--- config.mk ---
export PLATFORM = sky130hd
export DESIGN_NAME = fifo_stream_reader
export DESIGN_NICKNAME = d
export VERILOG_FILES = /design/src/rtl/fifo_stream_reader.sv
export SDC_FILE = /design/constraint.sdc
export NUM_CORES = 1
export LEC_CHECK = 0
export CORE_UTILIZATION = 58
export DETAILED_ROUTE_END_ITERATION = 8
export PLACE_DENSITY_LB_ADDON = 0.12
export SLEW_MARGIN = 20
export SYNTH_ARGS = -nofsm -noshare
export SYNTH_HDL_FRONTEND = slang
export SYNTH_SLANG_ARGS = --single-unit
--- constraint.sdc ---
create_clock -name rd_clk -period 3.4 [get_ports rd_clk]
set_input_delay 1.02 -clock rd_clk [delete_from_list [all_inputs] [get_ports rd_clk]]
set_output_delay 1.02 -clock rd_clk [all_outputs]
set_load 0.05 [all_outputs]
--- src/rtl/fifo_stream_reader.sv ---
// fifo_stream_reader: drains a fixed-latency FIFO read port into a first-word-fall-through valid/ready stream.
// Optional feature macro FIFO_READER_CNT_EN adds a 32-bit stream handshake counter on word_cnt.

module fifo_stream_reader #(
  parameter  int DATA_WIDTH = 32,
  parameter  int RD_LATENCY = 1,
  localparam int BUF_DEPTH  = RD_LATENCY + 2,
  localparam int LVL_W      = $clog2(BUF_DEPTH + 1)
) (
  input  logic                  rd_clk,
  input  logic                  rd_rst_n,
  input  logic                  fifo_empty,
  output logic                  fifo_rd_en,
  input  logic [DATA_WIDTH-1:0] fifo_rd_data,
  output logic                  m_valid,
  input  logic                  m_ready,
  output logic [DATA_WIDTH-1:0] m_data,
  input  logic                  flush,
  output logic                  flush_busy,
  output logic [LVL_W-1:0]      buf_level
`ifdef FIFO_READER_CNT_EN
  ,
  output logic [31:0]           word_cnt
`endif
);

  localparam int PTR_W = $clog2(BUF_DEPTH);

  typedef enum logic {S_RUN, S_FLUSH} state_t;

  state_t                state_q, state_d;
  logic [RD_LATENCY-1:0] vld_q, vld_d;
  logic [LVL_W-1:0]      level_q;
  logic [LVL_W-1:0]      inflight, inflight_d;
  logic [LVL_W:0]        credit_used;
  logic [PTR_W-1:0]      head_q, tail_q;
  logic [DATA_WIDTH-1:0] mem_q [BUF_DEPTH];
  logic                  capture, pop, flush_start;

  function automatic logic [PTR_W-1:0] wrap_inc(input logic [PTR_W-1:0] p);
    return (p == PTR_W'(BUF_DEPTH - 1)) ? '0 : p + PTR_W'(1);
  endfunction

  assign m_valid     = (level_q != '0);
  assign m_data      = mem_q[head_q];
  assign buf_level   = level_q;
  assign pop         = m_valid & m_ready;
  assign capture     = vld_q[RD_LATENCY-1] & (state_q == S_RUN);
  assign flush_start = (state_q == S_RUN) & flush;

  // Credit check: a read is issued only if its word is guaranteed a buffer slot.
  always_comb begin
    inflight = '0;
    for (int i = 0; i < RD_LATENCY; i++) inflight = inflight + LVL_W'(vld_q[i]);
    credit_used = {1'b0, level_q} + {1'b0, inflight};
    // NOTE: reset gates the read strobe so the FIFO is never popped while this block is held in reset.
    fifo_rd_en  = rd_rst_n & (state_q == S_RUN) & ~fifo_empty
                & (credit_used < (LVL_W + 1)'(BUF_DEPTH));
  end

  always_comb begin
    // NOTE: every always_comb output gets a default first so no latch is inferred.
    vld_d      = '0;
    vld_d[0]   = fifo_rd_en;
    for (int i = 1; i < RD_LATENCY; i++) vld_d[i] = vld_q[i-1];
    inflight_d = '0;
    for (int i = 0; i < RD_LATENCY; i++) inflight_d = inflight_d + LVL_W'(vld_d[i]);
  end

  always_comb begin
    state_d    = state_q;
    flush_busy = 1'b0;
    case (state_q)
      S_RUN:   if (flush) state_d = S_FLUSH;
      S_FLUSH: begin
        flush_busy = 1'b1;
        if (inflight_d == '0 && !flush) state_d = S_RUN;
      end
      default: state_d = S_RUN;
    endcase
  end

  // NOTE: sequential state uses non-blocking assignments so every flop samples pre-edge values.
  always_ff @(posedge rd_clk or negedge rd_rst_n) begin
    if (!rd_rst_n) begin
      state_q <= S_RUN;
      vld_q   <= '0;
      level_q <= '0;
      head_q  <= '0;
      tail_q  <= '0;
      // NOTE: the small buffer is reset so m_data reads zero, never a stale word, after reset.
      for (int i = 0; i < BUF_DEPTH; i++) mem_q[i] <= '0;
    end else begin
      state_q <= state_d;
      vld_q   <= vld_d;
      if (flush_start) begin
        level_q <= '0;
        head_q  <= '0;
        tail_q  <= '0;
      end else begin
        if (capture) begin
          mem_q[tail_q] <= fifo_rd_data;
          tail_q        <= wrap_inc(tail_q);
        end
        if (pop) head_q <= wrap_inc(head_q);
        level_q <= level_q + LVL_W'(capture) - LVL_W'(pop);
      end
    end
  end

`ifdef FIFO_READER_CNT_EN
  always_ff @(posedge rd_clk or negedge rd_rst_n) begin
    if (!rd_rst_n)  word_cnt <= '0;
    else if (flush) word_cnt <= '0;
    else if (pop)   word_cnt <= word_cnt + 32'd1;
  end
`endif

endmodule

==> flow_summary_export.csv <==
group,metric,value,unit
worst_setup_path,crit_arrival,2250,ps
clock_network,insertion_delay,350,ps
pwr,p_total,5.214,mW
sta,finalSetupViolCount,0,
floorplanning,die_h,92.93,um
sta,hold_viol,0,
global_routing,grt_use_total,24.21,%
worst_setup_path,regToRegStartpoint,"buf_level[0]",
clock_network,post_cts_buffers,0,
drt,firstDrtPassIters,4,
synthesis,yosysMostFrequentCell,"dfrtp_1",
global_routing,grt.overflow.total,0,
synthesis,synthSimpleGateAreaFrac,5.140,%
pwr,clock_power_share,14.4,%
drt,drt-wirelength-per-cell,17.95,um
placed_design,place_congestion,0.7237,
clock_network,cts_buffers,9,
placed_design,placed_cells,518,
synthesis,async_reset_ff_share,100.0,%
synthesis,synth_flop_cell,"dfrtp_1",
synthesis,synthAdderAreaFrac,1.044,%
synthesis,synth-xor-area-share,0.1826,%
sta,tightest_slew,871.1,ps
floorplanning,dieArea,0.008636,sq mm
synthesis,synthTopCellsByCount,"104 x dfrtp_1, 67 x mux2_2, 36 x nand2_1, 33 x mux2i_1, 33 x o21ai_0",
clock_network,cts-root-buf,"clkbuf_8",
hold_path,min_path_type,"flip-flop to flip-flop",
pwr,combinationalPowerShare,53.9,%
worst_setup_path,end_kind,"output pin",
final_layout,n_antenna_cell,0,
worst_setup_path,crit_slowest_cell,"or4b_4",
hold_path,min_from,"mem_q[16]",
pwr,net-switching-power,2.052,mW
final_layout,final_cells,533,
floorplanning,rows,32,
pwr,ir_drop,0.0006656,V
clock_network,cts_max_level,3,
synthesis,synth-seq-cells,104,
drt,drtIter0Drc,132,
global_routing,grt_pass1_wl,15750,um
drt,viasPerCell,5.540,
synthesis,yosysTopAreaCell,"dfrtp_1",
worst_setup_path,critPathMaxStageDelay,520,ps
final_layout,syn2layout_area_growth,28.12,%
worst_setup_path,crit_chain,"clkdlybuf4s50_1 -> or4b_4 -> a21oi_4 -> buf_12",
worst_setup_path,rr_worst_depth,8,
final_layout,num-fill-cells,508,
synthesis,syn-num-nets,391,
final_layout,post-route-util,78.30,%
synthesis,synth-compound-area-share,3.966,%
drt,postRouteAntennaNets,0,
final_layout,regArea,0.002604,sq mm
placed_design,place_ws,-34.78,ps
drt,drc,0,
hold_path,hold_path_end,"mem_q[16]",
worst_setup_path,path_max_fanout,2,
sta,rsz0062_at_grt,"no",
clock_network,cts_buffer_depth,2,
pwr,p_leak,2.864,nW
sta,fmax,0.3054,GHz
clock_network,clk_pin_slew,90,ps
hold_path,hold_depth,1,
floorplanning,die_w,92.93,um
synthesis,synth_mux_area_share,31.70,%
floorplanning,ios,74,
worst_setup_path,rrSetupSlack,1430,ps
synthesis,yosysWarnings,0,
pwr,p_per_area,848.5,mW/mm^2
worst_setup_path,reg2reg_to,"buf_level[1]",
floorplanning,core-area,0.007848,sq mm
floorplanning,initial_core_util,61.11,%
final_layout,multi_input_area,0.002034,sq mm
run,drv_cap,0,
sta,min_period,3274,ps
sta,fin_crit_sh,96.31,%
sta,worst_slack,125.6,ps
drt,via_count,2953,
clock_network,clkSinkCount,104,
sta,drv_slew,0,
placed_design,port_buffers,73,
global_routing,grt_pass1_vias,3182,
final_layout,drive_gt1_share,38.75,%
worst_setup_path,required,2380,ps
final_layout,nets,468,
pwr,intPower,3.162,mW
synthesis,syn_avg_cell_area,13.70,sq um
worst_setup_path,critPathLaunchType,"input port",
synthesis,syn_area,0.004796,sq mm
synthesis,synthCells,350,
synthesis,synth_top_family_by_area,"multiplexers",
synthesis,ys_top_cells_by_area,"dfrtp_1 54%, mux2_2 16%, mux2_4 9.1%, mux2i_1 6.9%, o21ai_0 3.4%",
worst_setup_path,critical-path-top-delay-family,"buffers and inverters",
clock_network,cts_tree,"done",
synthesis,synth_edf_count,0,
sta,relSlewSlack,41.93,%
placed_design,hpwlAfterDp,6401,um
status,status,"completed",
worst_setup_path,cp-startpoint,"fifo_empty",
global_routing,grt_max_degree,72,
pwr,seqPwrFrac,31.7,%
worst_setup_path,crit_buf_inv,2,
pwr,swShare,39.35,%
synthesis,yosys.cell_types.count,27,
global_routing,antenna_found_initial,1,
synthesis,ys_seq_area_share,54.27,%
drt,drt-total-wl,9570,um
sta,worst_clock_skew,6.704,ps
synthesis,yosysTopAreaCellShare,54.27,%
worst_setup_path,crit_type,"input port to output pin",
## cell type report
cell class	instances	area share (%)
clock inverter	3	0.6923
multi-input combinational	222	33.11
tap	102	2.077
inverter	2	0.1222
timing repair buffer	88	19.26
clock buffer	12	2.362
sequential	104	42.37
## cell usage in the layout (no fill, tap or decap), types with 2 or more instances in the layout
cell type        instances
inv_1                    2
mux2_2                  67
clkbuf_8                10
nor4b_2                  2
ha_1                     4
mux2_4                  29
nand2_1                 36
buf_4                   15
mux2i_1                 33
clkbuf_1                 2
o21ai_0                 33
nor2_1                   2
buf_12                  34
clkdlybuf4s50_1         39
dfrtp_1                103
## kinds of logic after synthesis
logic type / after synthesis
AO/OA/AOI/OAI: 37
AND/OR/NAND/NOR: 51
flip-flops: 104
buffers and inverters: 24
multiplexers: 129
adder cells (fa/ha/maj): 4
XOR/XNOR: 1
## worst register-to-register path: cells and delay by family, from the launching register on
family	cells	cell delay, ps
DFF	1	440
AOI/OAI and AO/OA	1	440
adders and majority gates	2	460
buffers and inverters	2	130
xor gates and xnor gates	1	150
and+or+nand+nor	2	280
## repair_timing
item	in CTS	in global routing
resized for setup	2	0
hold buffers	0	0
endpoints found under the setup margin	1	0
## power by group through the flow
stage | combinational (mW) | sequential [mW] | clock [mW]
after global routing | 2.93 | 1.69 | 0.811
after CTS | 2.83 | 1.65 | 0.763
after floorplan | 1.53 | 1.63 | 0
after detailed placement | 2.82 | 1.67 | 0
after global placement | 2.78 | 1.66 | 0
final | 2.81 | 1.65 | 0.750
## worst max path at each step
stage | end | slack, ps | depth (start not counted)
after global routing | fifo_rd_en | 100 | 4
after floorplan | fifo_rd_en | 240 | 2
after CTS | fifo_rd_en | 120 | 4
after detailed placement | fifo_rd_en | -30 | 4
final | fifo_rd_en | 130 | 4
after global placement | fifo_rd_en | -20 | 4
## metrics by stage
| step | TNS, ps | hold WS (ps) | instance area (sq um) |
|---|---|---|---|
| finish | 0 | 510.8 | 6145 |
| global route | 0 | 521.4 | 6145 |
| CTS | 0 | 514.0 | 6145 |
| detailed placement | -34.78 | 491.5 | 5946 |
| global placement | -22.50 | 486.5 | 5946 |
| floorplan | 0 | 479.1 | 4800 |
## per-layer routing
layer | share of wire, % | vias to the layer above | track usage (%)
met4 | 0.93 | 0 | 5.513
met2 | 50 | 59 | 40.13
li1 | - | 1367 | -
met5 | 0 | - | 0
met1 | 45 | 1518 | 31.86
met3 | 4.1 | 9 | 6.568
## registers in the layout, summed over array words and instances, names as in the netlist
signal,cells
mem_q,96
buf_level,2
head_q,2
tail_q,2
state_q,1
vld_q,1
No activity file was read; power rests on OpenSTA's default activity.
